==> src/rtl/instruction_packer_pkg.sv <==
// Shared definitions for the RV32IM instruction packer.
// Holds the format-select codes, the base opcodes, the controller state encoding and a helper
// that tests whether a 32-bit value fits a narrower two's-complement field.
package instruction_packer_pkg;

  // Format-select codes carried on selection_i; 6 and 7 are invalid.
  localparam logic [2:0] SEL_R  = 3'd0;
  localparam logic [2:0] SEL_I  = 3'd1;
  localparam logic [2:0] SEL_U  = 3'd2;
  localparam logic [2:0] SEL_S  = 3'd3;
  localparam logic [2:0] SEL_B  = 3'd4;
  localparam logic [2:0] SEL_UJ = 3'd5;

  // RV32I/M base opcodes.
  localparam logic [6:0] OPC_LOAD   = 7'h03;
  localparam logic [6:0] OPC_OP_IMM = 7'h13;
  localparam logic [6:0] OPC_AUIPC  = 7'h17;
  localparam logic [6:0] OPC_STORE  = 7'h23;
  localparam logic [6:0] OPC_OP     = 7'h33;
  localparam logic [6:0] OPC_LUI    = 7'h37;
  localparam logic [6:0] OPC_BRANCH = 7'h63;
  localparam logic [6:0] OPC_JALR   = 7'h67;
  localparam logic [6:0] OPC_JAL    = 7'h6F;

  typedef enum logic [1:0] {StIdle, StRun, StFull} state_e;

  // True when value[31:msb] are all equal, i.e. value fits an (msb+1)-bit signed field.
  function automatic logic fits_signed(logic [31:0] value, int unsigned msb);
    logic [31:0] upper;
    upper = $signed(value) >>> msb;
    return (upper == '0) || (upper == '1);
  endfunction

endpackage

==> src/rtl/instruction_packer_if.sv <==
// Descriptor handshake and instruction-memory write bus of the instruction packer.
//   valid_i/ready_o      descriptor handshake
//   selection_i..imm_i   instruction fields
//   mem_we_o/addr/data   instruction-memory write port
// master: program loader side; slave: the packer.
interface instruction_packer_if #(
  parameter int unsigned ADDR_W = 8
);
  logic              valid_i;
  logic              ready_o;
  logic [2:0]        selection_i;
  logic [6:0]        opcode_i;
  logic [4:0]        rd_i;
  logic [4:0]        rs1_i;
  logic [4:0]        rs2_i;
  logic [2:0]        funct3_i;
  logic [6:0]        funct7_i;
  logic [31:0]       imm_i;
  logic              mem_we_o;
  logic [ADDR_W-1:0] mem_addr_o;
  logic [31:0]       mem_data_o;

  modport master (
    output valid_i, selection_i, opcode_i, rd_i, rs1_i, rs2_i, funct3_i, funct7_i, imm_i,
    input  ready_o, mem_we_o, mem_addr_o, mem_data_o
  );

  modport slave (
    input  valid_i, selection_i, opcode_i, rd_i, rs1_i, rs2_i, funct3_i, funct7_i, imm_i,
    output ready_o, mem_we_o, mem_addr_o, mem_data_o
  );
endinterface

==> src/rtl/instruction_packer_imm_inserter.sv <==
// imm_inserter: combinational packing of instruction fields and immediate into a 32-bit word.
//   sel, opcode, rd, rs1, rs2, funct3, funct7, imm   field inputs
//   word                                           packed instruction
//   range_ok                                       immediate/format acceptable
// With INSTR_PACKER_RANGE_CHECK_EN defined, range_ok flags out-of-range immediates and invalid
// selections; otherwise it is tied high and immediates are silently truncated.
module imm_inserter
  import instruction_packer_pkg::*;
(
  input  logic [2:0]  sel,
  input  logic [6:0]  opcode,
  input  logic [4:0]  rd,
  input  logic [4:0]  rs1,
  input  logic [4:0]  rs2,
  input  logic [2:0]  funct3,
  input  logic [6:0]  funct7,
  input  logic [31:0] imm,
  output logic [31:0] word,
  output logic        range_ok
);

  always_comb begin
    // Invalid selections fall through to the R layout.
    word = {funct7, rs2, rs1, funct3, rd, opcode};
    case (sel)
      SEL_I:  word = {imm[11:0], rs1, funct3, rd, opcode};
      SEL_U:  word = {imm[31:12], rd, opcode};
      SEL_S:  word = {imm[11:5], rs2, rs1, funct3, imm[4:0], opcode};
      SEL_B:  word = {imm[12], imm[10:5], rs2, rs1, funct3, imm[4:1], imm[11], opcode};
      SEL_UJ: word = {imm[20], imm[10:1], imm[11], imm[19:12], rd, opcode};
      default: ;
    endcase
  end

`ifdef INSTR_PACKER_RANGE_CHECK_EN
  always_comb begin
    range_ok = 1'b0;
    case (sel)
      SEL_R:        range_ok = 1'b1;
      SEL_I, SEL_S: range_ok = fits_signed(imm, 11);
      SEL_U:        range_ok = (imm[11:0] == 12'd0);
      // Upper bound is odd, so the even test also trims 4095 / 2**20-1.
      SEL_B:        range_ok = fits_signed(imm, 12) && !imm[0];
      SEL_UJ:       range_ok = fits_signed(imm, 20) && !imm[0];
      default:      range_ok = 1'b0;
    endcase
  end
`else
  assign range_ok = 1'b1;
`endif

endmodule

==> src/rtl/instruction_packer.sv <==
// instruction_packer: sequential RV32IM instruction encoder.
// Accepts field-level descriptors over bus (slave modport), packs them and writes each word to
// instruction memory at an auto-incrementing word address.
//   clk_i, rst_i   clock, asynchronous active-high reset
//   start_i        begin a session (clears address, count, error)
//   finish_i       end the session
//   count_o        words written this session
//   full_o         memory full
//   err_o          sticky range/format error
//   bus            descriptor handshake + memory write port
// Optional feature: INSTR_PACKER_RANGE_CHECK_EN enables immediate/format rejection.
module instruction_packer
  import instruction_packer_pkg::*;
#(
  parameter int unsigned ADDR_W = 8
) (
  input  logic              clk_i,
  input  logic              rst_i,
  input  logic              start_i,
  input  logic              finish_i,
  output logic [ADDR_W:0]   count_o,
  output logic              full_o,
  output logic              err_o,
  instruction_packer_if.slave bus
);

  // Count value at which the next accepted word is the last one that fits.
  localparam logic [ADDR_W:0] LastCount = {1'b0, {ADDR_W{1'b1}}};

  state_e            state_q, state_d;
  logic              we_q, we_d;
  logic [ADDR_W-1:0] addr_q, addr_d;
  logic [ADDR_W-1:0] next_q, next_d;
  logic [31:0]       data_q, data_d;
  logic [ADDR_W:0]   count_q, count_d;
  logic              err_q, err_d;
  logic [31:0]       packed_word;
  logic              range_ok;
  logic              ready;
  logic              accept;

  imm_inserter u_imm_inserter (
    .sel      (bus.selection_i),
    .opcode   (bus.opcode_i),
    .rd       (bus.rd_i),
    .rs1      (bus.rs1_i),
    .rs2      (bus.rs2_i),
    .funct3   (bus.funct3_i),
    .funct7   (bus.funct7_i),
    .imm      (bus.imm_i),
    .word     (packed_word),
    .range_ok (range_ok)
  );

  always_comb begin
    state_d = state_q;
    we_d    = 1'b0;
    addr_d  = addr_q;
    next_d  = next_q;
    data_d  = data_q;
    count_d = count_q;
    err_d   = err_q;
    ready   = (state_q == StRun);
    accept  = ready && bus.valid_i;

    case (state_q)
      StIdle: begin
        if (start_i) begin
          state_d = StRun;
          next_d  = '0;
          count_d = '0;
          err_d   = 1'b0;
        end
      end
      StRun: begin
        if (accept) begin
          if (range_ok) begin
            we_d    = 1'b1;
            addr_d  = next_q;
            next_d  = next_q + 1'b1;
            data_d  = packed_word;
            count_d = count_q + 1'b1;
            if (count_q == LastCount) state_d = StFull;
          end else begin
            // Rejected descriptors are consumed without a write.
            err_d = 1'b1;
          end
        end
        // A word accepted alongside finish_i is still written next cycle.
        if (finish_i) state_d = StIdle;
      end
      StFull: begin
        if (start_i) begin
          state_d = StRun;
          next_d  = '0;
          count_d = '0;
          err_d   = 1'b0;
        end else if (finish_i) begin
          state_d = StIdle;
        end
      end
      default: state_d = StIdle;
    endcase
  end

  always_ff @(posedge clk_i or posedge rst_i) begin
    if (rst_i) begin
      state_q <= StIdle;
      we_q    <= 1'b0;
      addr_q  <= '0;
      next_q  <= '0;
      data_q  <= '0;
      count_q <= '0;
      err_q   <= 1'b0;
    end else begin
      state_q <= state_d;
      we_q    <= we_d;
      addr_q  <= addr_d;
      next_q  <= next_d;
      data_q  <= data_d;
      count_q <= count_d;
      err_q   <= err_d;
    end
  end

  assign bus.ready_o    = ready;
  assign bus.mem_we_o   = we_q;
  assign bus.mem_addr_o = addr_q;
  assign bus.mem_data_o = data_q;
  assign count_o        = count_q;
  assign full_o         = (state_q == StFull);
  assign err_o          = err_q;

endmodule
==> src/flat_wrapper.sv <==
// flat-port wrapper written by rule: the top's interface ports become plain ports
module instruction_packer_flat import instruction_packer_pkg::*;
#(
  parameter int unsigned ADDR_W = 8
)
  (clk_i, rst_i, start_i, finish_i, count_o, full_o, err_o, bus_valid_i, bus_selection_i, bus_opcode_i, bus_rd_i, bus_rs1_i, bus_rs2_i, bus_funct3_i, bus_funct7_i, bus_imm_i, bus_ready_o, bus_mem_we_o, bus_mem_addr_o, bus_mem_data_o);
  instruction_packer_if #(.ADDR_W(ADDR_W)) bus_i ();
  input  logic clk_i;
  input  logic rst_i;
  input  logic start_i;
  input  logic finish_i;
  output logic [ADDR_W:0] count_o;
  output logic full_o;
  output logic err_o;
  input wire logic [$bits(bus_i.valid_i)-1:0] bus_valid_i;
  input wire logic [$bits(bus_i.selection_i)-1:0] bus_selection_i;
  input wire logic [$bits(bus_i.opcode_i)-1:0] bus_opcode_i;
  input wire logic [$bits(bus_i.rd_i)-1:0] bus_rd_i;
  input wire logic [$bits(bus_i.rs1_i)-1:0] bus_rs1_i;
  input wire logic [$bits(bus_i.rs2_i)-1:0] bus_rs2_i;
  input wire logic [$bits(bus_i.funct3_i)-1:0] bus_funct3_i;
  input wire logic [$bits(bus_i.funct7_i)-1:0] bus_funct7_i;
  input wire logic [$bits(bus_i.imm_i)-1:0] bus_imm_i;
  output wire logic [$bits(bus_i.ready_o)-1:0] bus_ready_o;
  output wire logic [$bits(bus_i.mem_we_o)-1:0] bus_mem_we_o;
  output wire logic [$bits(bus_i.mem_addr_o)-1:0] bus_mem_addr_o;
  output wire logic [$bits(bus_i.mem_data_o)-1:0] bus_mem_data_o;
  assign bus_i.valid_i = bus_valid_i;
  assign bus_i.selection_i = bus_selection_i;
  assign bus_i.opcode_i = bus_opcode_i;
  assign bus_i.rd_i = bus_rd_i;
  assign bus_i.rs1_i = bus_rs1_i;
  assign bus_i.rs2_i = bus_rs2_i;
  assign bus_i.funct3_i = bus_funct3_i;
  assign bus_i.funct7_i = bus_funct7_i;
  assign bus_i.imm_i = bus_imm_i;
  assign bus_ready_o = bus_i.ready_o;
  assign bus_mem_we_o = bus_i.mem_we_o;
  assign bus_mem_addr_o = bus_i.mem_addr_o;
  assign bus_mem_data_o = bus_i.mem_data_o;
  instruction_packer #(.ADDR_W(ADDR_W)) u_core (.clk_i(clk_i), .rst_i(rst_i), .start_i(start_i), .finish_i(finish_i), .count_o(count_o), .full_o(full_o), .err_o(err_o), .bus(bus_i));
endmodule
==> config.mk <==
export PLATFORM = sky130hd
export DESIGN_NAME = instruction_packer_flat
export DESIGN_NICKNAME = d
export VERILOG_FILES = /design/src/rtl/instruction_packer_pkg.sv /design/src/rtl/instruction_packer_if.sv /design/src/rtl/instruction_packer_imm_inserter.sv /design/src/rtl/instruction_packer.sv /design/src/flat_wrapper.sv
export SDC_FILE = /design/constraint.sdc
export NUM_CORES = 1
export LEC_CHECK = 0
export CAP_MARGIN = 20
export CORE_ASPECT_RATIO = 0.5
export CORE_UTILIZATION = 44
export CTS_CLUSTER_SIZE = 30
export DETAILED_ROUTE_END_ITERATION = 10
export GPL_ROUTABILITY_DRIVEN = 0
export GPL_TIMING_DRIVEN = 0
export PLACE_DENSITY = 0.77
export SYNTH_ARGS = -nofsm -noshare
export SYNTH_HDL_FRONTEND = slang
export SYNTH_SLANG_ARGS = --single-unit
==> constraint.sdc <==
create_clock -name clk_i -period 2.2 [get_ports clk_i]
set_clock_uncertainty 0.05 [all_clocks]
set_input_delay 0.22 -clock clk_i [delete_from_list [all_inputs] [get_ports clk_i]]
set_output_delay 0.22 -clock clk_i [all_outputs]
set_load 0.02 [all_outputs]
==> results.sh, run 1 <==
export IMPL_antenna_cells=0
export IMPL_synth_cell_types=42
export IMPL_ys_async_sr_fraction=1.00
export IMPL_synth_edf_count=0
export IMPL_track_usage=0.250
export IMPL_vias_per_cell=5.31
export IMPL_arrival_ns=1.68
export IMPL_ctsHoldBuffers=0
export IMPL_core_um2=6940
export IMPL_yosys_warnings=0
export IMPL_period_minus_slack_ns=1.95
export IMPL_drv_cap=0
export IMPL_clock_sinks=60
export IMPL_place_ws_ns=0.0842
export IMPL_tritoncts="built"
export IMPL_io_pins=125
export IMPL_fin_crit_sh=0.885
export IMPL_synth_area_leaders="dfrtp_1 46%, nand2_1 7.6%, mux2_2 4.8%, nand3_1 3.4%, o21ai_0 3.2%"
export IMPL_firstDrtPassIters=5
export IMPL_setup_viol=0
export IMPL_yosysTopAreaCellShare=0.458
export IMPL_htreeDepth=3
export IMPL_num_rows=21
export IMPL_io_buffers=122
export IMPL_drive_gt1_frac=0.102
export IMPL_numCtsBuffers=9
export IMPL_syn_area_um2=3280
export IMPL_worst_pin_slew_ns=0.569
export IMPL_wire_per_inst_um=15.5
export IMPL_grt_pass1_wl_um=14900
export IMPL_slew_headroom=0.621
export IMPL_ctsResizeCount=0
export IMPL_startpoint_type="register"
export IMPL_ir_drop_uv=584
export IMPL_layout_nets=569
export IMPL_overflow=0
export IMPL_clock_latency_ns=0.33
export IMPL_antenna_found_initial=0
export IMPL_die_width_um=124
export IMPL_ant_nets=0
export IMPL_syn_area_per_cell_um2=9.11
export IMPL_ys_flop_type="dfrtp_1"
export IMPL_outcome="complete, no violations"
export IMPL_start_util=0.473
export IMPL_finalMaxSlewViolations=0
export IMPL_grt_pass1_vias=3009
export IMPL_areaGrowthSynthToFinish_pct=50.6
export IMPL_grt_max_degree=41
export IMPL_yosys_top_cells_count="66 x nand2_1, 60 x dfrtp_1, 23 x nor2_1"
export IMPL_drt_iter0_markers=228
export IMPL_crit_fanout=6
export IMPL_cts_root_buf="clkbuf_16"
export IMPL_hold_viol=0
export IMPL_p_per_area_nw_per_um2=830
export IMPL_fmax_mhz=514
export IMPL_vias=3132
export IMPL_required_ns=1.93
export IMPL_syn_nets=435
export IMPL_rsz0062_at_grt="no"
export IMPL_clkTransAtPathRegs_ns=0.05
export IMPL_cts_buffer_depth=2
export IMPL_design_area_um2=4940
export IMPL_yosys_register_bits=60
export IMPL_placed_area_um2=4640
export IMPL_post_cts_buffers=0
export IMPL_synth_cells=360
export IMPL_post_synth_top_count_cell="nand2_1"
export IMPL_static_leakage_power_uw=0.00211
export IMPL_dp_hpwl_um=6620
export IMPL_path_class="register to output pin"
export IMPL_hold_path_class="input port to asynchronous set/reset pin"
export IMPL_finalWorstSetupSlack_ns=0.253
export IMPL_synth_top_cell_by_area="dfrtp_1"
export IMPL_dieArea_um2=7820
export IMPL_tns_ns=0
export IMPL_drc=0
export IMPL_wirelength_um=9170
export IMPL_cp_end_kind="output pin"
export IMPL_ys_seq_area_frac=0.458
export IMPL_die_h_um=63.0
routing by layer:
metal  up-vias  part of all wire  GRT usage
met5         -                 0          0
met4         0             0.019     0.0893
met3        16             0.039     0.0602
met2        86              0.47      0.390
met1      1495              0.47      0.335
li1       1535                 -          -
through the flow:
stage	hold WS, ns	util	total power, µW	instances
2_1_floorplan	0.236	-	2050	360
3_3_place_gp	0.408	0.665	2670	574
3_5_place_dp	0.415	0.668	2700	575
4_1_cts	0.184	0.712	4120	590
5_1_grt	0.231	0.712	4300	590
6_report	0.167	0.712	4100	590
path summary, 6_finish.rpt:
path / startpoint / slack (ns) / depth (start not counted) / to
hold / removal: rst_i / 0.17 / 2 / u_core.bus.mem_data_o[0]
setup reg to reg: u_core.state_q[0] / 0.53 / 5 / u_core.bus.mem_data_o[21]
max in group asynchronous: rst_i / 1.36 / 3 / u_core.bus.mem_data_o[27]
hold reg to reg: u_core.bus.mem_addr_o[3] / 0.42 / 2 / u_core.bus.mem_addr_o[3]
min in group clk_i: bus_opcode_i[3] / 0.37 / 3 / u_core.bus.mem_data_o[3]
setup / recovery: u_core.state_q[0] / 0.25 / 2 / bus_ready_o
where the power goes:
part	internal [µW]	leakage, µW	switching (µW)	total [µW]
clock	928	0.000151	486	1410
combinational	607	0.00121	637	1240
sequential	1300	0.000752	135	1440
total	2840	0.00211	1260	4100
flip-flops by register name, indices dropped and copies added, names as in the netlist:
register               cells
u_core.state_q             2
u_core.count_o             9
u_core.bus.mem_addr_o      8
u_core.bus.mem_data_o     32
u_core.next_q              8
u_core.bus.mem_we_o        1
logic make-up (layout without fill, tap and decap cells):
kind of cell | count (synthesis) | after routing | synth area share
AO/OA/AOI/OAI | 77 | 77 | 0.149
XOR/XNOR | 1 | 1 | 0.00267
adder cells (fa/ha/maj) | 3 | 3 | 0.0114
buffers and inverters | 32 | 170 | 0.0446
flip-flops | 60 | 60 | 0.458
multiplexers | 23 | 23 | 0.0755
other | 1 | 1 | 0.00114
AND/OR/NAND/NOR | 163 | 163 | 0.258
area by class of cell:
type | count | area [µm²]
buffer | 25 | 120
timing repair buffer | 123 | 1240
inverter | 7 | 26.3
multi-input combinational | 268 | 1630
fill | 553 | 2000
sequential | 60 | 1500
clock inverter | 4 | 48.8
clock buffer | 11 | 253
tap | 92 | 115
cell usage in the layout, fill, tap and decap left out, types with 3 or more instances in the layout:
cell type,Yosys,layout
clkdlybuf4s50_1,0,122
nand2_1,66,66
dfrtp_1,60,60
nor2_1,23,23
nand3_1,22,22
o21ai_0,21,21
a21oi_1,18,18
nand2b_1,15,15
a31oi_1,14,14
mux2_2,14,14
buf_2,9,9
mux2i_1,9,9
clkbuf_16,0,9
clkbuf_1,8,8
and3b_1,8,8
o211ai_1,7,7
o31ai_1,6,6
a211oi_1,6,6
inv_1,6,5
buf_1,4,4
buf_4,4,4
or3_1,4,4
nor2b_1,3,3
nand3b_1,3,3
and2_1,3,3
ha_1,3,3
worst max-delay path: stages (launching register included):
cell	delay (ns)
dfrtp_1	0.46
nor2b_1	0.25
clkdlybuf4s50_1	0.65
Note: power is estimated with default switching activity, not from simulation.
==> run 2: changes to the inputs <==
--- a/config.mk
+++ b/config.mk
@@ -7,12 +7,12 @@
 export LEC_CHECK = 0
 export CAP_MARGIN = 20
 export CORE_ASPECT_RATIO = 0.5
-export CORE_UTILIZATION = 44
+export CORE_UTILIZATION = 48
 export CTS_CLUSTER_SIZE = 30
 export DETAILED_ROUTE_END_ITERATION = 10
 export GPL_ROUTABILITY_DRIVEN = 0
 export GPL_TIMING_DRIVEN = 0
-export PLACE_DENSITY = 0.77
+export PLACE_DENSITY = 0.83
 export SYNTH_ARGS = -nofsm -noshare
 export SYNTH_HDL_FRONTEND = slang
 export SYNTH_SLANG_ARGS = --single-unit
==> constraint.sdc (replaced) <==
create_clock -name clk_i -period 2.5 [get_ports clk_i]
set_clock_uncertainty 0.05 [all_clocks]
set_input_delay 0.25 -clock clk_i [delete_from_list [all_inputs] [get_ports clk_i]]
set_output_delay 0.25 -clock clk_i [all_outputs]
set_load 0.02 [all_outputs]
==> results.sh, run 2 (synthesis gave the netlist of run 1 again) <==
export IMPL_outcome="complete, no violations"
export IMPL_clkTransAtPathRegs_ns=0.05
export IMPL_drv_cap=0
export IMPL_tritoncts="built"
export IMPL_drt_iter0_markers=206
export IMPL_ctsHoldBuffers=0
export IMPL_finalWorstSetupSlack_ns=0.519
export IMPL_period_minus_slack_ns=1.98
export IMPL_slew_headroom=0.589
export IMPL_largest_reg_flops=32
export IMPL_rsz0062_at_grt="no"
export IMPL_required_ns=2.20
export IMPL_grt_max_degree=44
export IMPL_fin_crit_sh=0.792
export IMPL_overflow=0
export IMPL_start_util=0.518
export IMPL_layout_nets=569
export IMPL_num_rows=20
export IMPL_die_h_um=60.4
export IMPL_path_class="register to output pin"
export IMPL_ir_drop_uv=411
export IMPL_die_width_um=119
export IMPL_static_leakage_power_uw=0.00212
export IMPL_finalMaxSlewViolations=0
export IMPL_wire_per_inst_um=15.7
export IMPL_ctsResizeCount=0
export IMPL_hold_viol=0
export IMPL_mostFrequentLayoutCells="122 x clkdlybuf4s50_1, 66 x nand2_1, 60 x dfrtp_1"
export IMPL_drive_gt1_frac=0.102
export IMPL_cpMaxStageDelayCell="clkdlybuf4s50_1"
export IMPL_antenna_cells=0
export IMPL_fmax_mhz=505
export IMPL_setup_viol=0
export IMPL_vias_per_cell=5.44
export IMPL_core_um2=6330
export IMPL_htreeDepth=3
export IMPL_io_buffers=122
export IMPL_antenna_found_initial=0
export IMPL_clock_sinks=60
export IMPL_track_usage=0.272
export IMPL_dp_hpwl_um=6420
export IMPL_critical_path_max_stage_delay_ns=0.65
export IMPL_cts_buffer_depth=2
export IMPL_cts_root_buf="clkbuf_16"
export IMPL_final_util=0.784
export IMPL_numCtsBuffers=9
export IMPL_clock_latency_ns=0.33
export IMPL_crit_chain="nor2b_1 -> clkdlybuf4s50_1"
export IMPL_grt_pass1_wl_um=14700
export IMPL_ant_nets=0
export IMPL_firstDrtPassIters=5
export IMPL_hold_path_class="input port to asynchronous set/reset pin"
export IMPL_p_per_area_nw_per_um2=755
export IMPL_startpoint_type="register"
export IMPL_wirelength_um=9220
export IMPL_arrival_ns=1.68
export IMPL_final_common_cell="clkdlybuf4s50_1"
export IMPL_post_cts_buffers=0
export IMPL_vias=3190
export IMPL_place_ws_ns=0.352
export IMPL_cp_end_kind="output pin"
export IMPL_worst_pin_slew_ns=0.616
export IMPL_dieArea_um2=7190
export IMPL_grt_pass1_vias=3004
export IMPL_final_fill_count=450
export IMPL_io_pins=125
export IMPL_areaGrowthSynthToFinish_pct=51.4
export IMPL_crit_fanout=6
export IMPL_drc=0
run 2: cell count changes in the layout (fill, tap and decap cells not counted), sizes merged:
cell / delta
clkbuf: +1
clkinv: -2
bufinv: +1
run 2: metal layers:
metal  routed length [µm]  global-route usage  vias up
met5                    0                   0        -
met4                  147              0.0904        0
met3                  517              0.0883       14
met2                 4470               0.462      101
met1                 4090               0.339     1543
li1                     -                   -     1532
run 2: layout make-up:
class | count | area [µm²] | area share
Clock buffer | 12 | 267 | 0.0537
Multi-Input combinational cell | 268 | 1630 | 0.329
Buffer | 25 | 120 | 0.0242
Inverter | 7 | 26.3 | 0.00529
Sequential cell | 60 | 1500 | 0.302
Clock inverter | 3 | 68.8 | 0.0139
Tap cell | 88 | 110 | 0.0222
Timing Repair Buffer | 123 | 1240 | 0.250
run 2: path summary, 6_finish.rpt:
check / start / depth (start not counted) / endpoint / slack [ns]
max: u_core.state_q[0] / 2 / bus_ready_o / 0.52
min: rst_i / 2 / u_core.next_q[4] / 0.17
max reg2reg: u_core.state_q[1] / 5 / u_core.bus.mem_data_o[8] / 0.77
min reg2reg: u_core.bus.mem_addr_o[3] / 2 / u_core.bus.mem_addr_o[3] / 0.42
max in group asynchronous: rst_i / 3 / u_core.bus.mem_data_o[11] / 1.67
min in group clk_i: bus_opcode_i[0] / 3 / u_core.bus.mem_data_o[0] / 0.39
run 2: power by group:
part | internal, µW | switching [µW]
logic | 536 | 564
registers | 1150 | 119
clock network | 949 | 437
run 2: through the flow:
stage	TNS [ns]	area (µm²)	instances	total power [µW]	hold WS (ns)
floorplan	0	3280	360	1810	0.266
detailed placement	0	4630	571	2370	0.415
global placement	-20.01	4610	570	2350	0.408
finish	0	4970	586	3750	0.166
CTS	0	4970	586	3770	0.178
global route	0	4970	586	3910	0.203
run 2: worst max-delay path, delay by kind of cell, from the launching register on:
kind,cells,cell delay (ns)
buf+inv,1,0.65
simple gates,1,0.26
flops,1,0.44
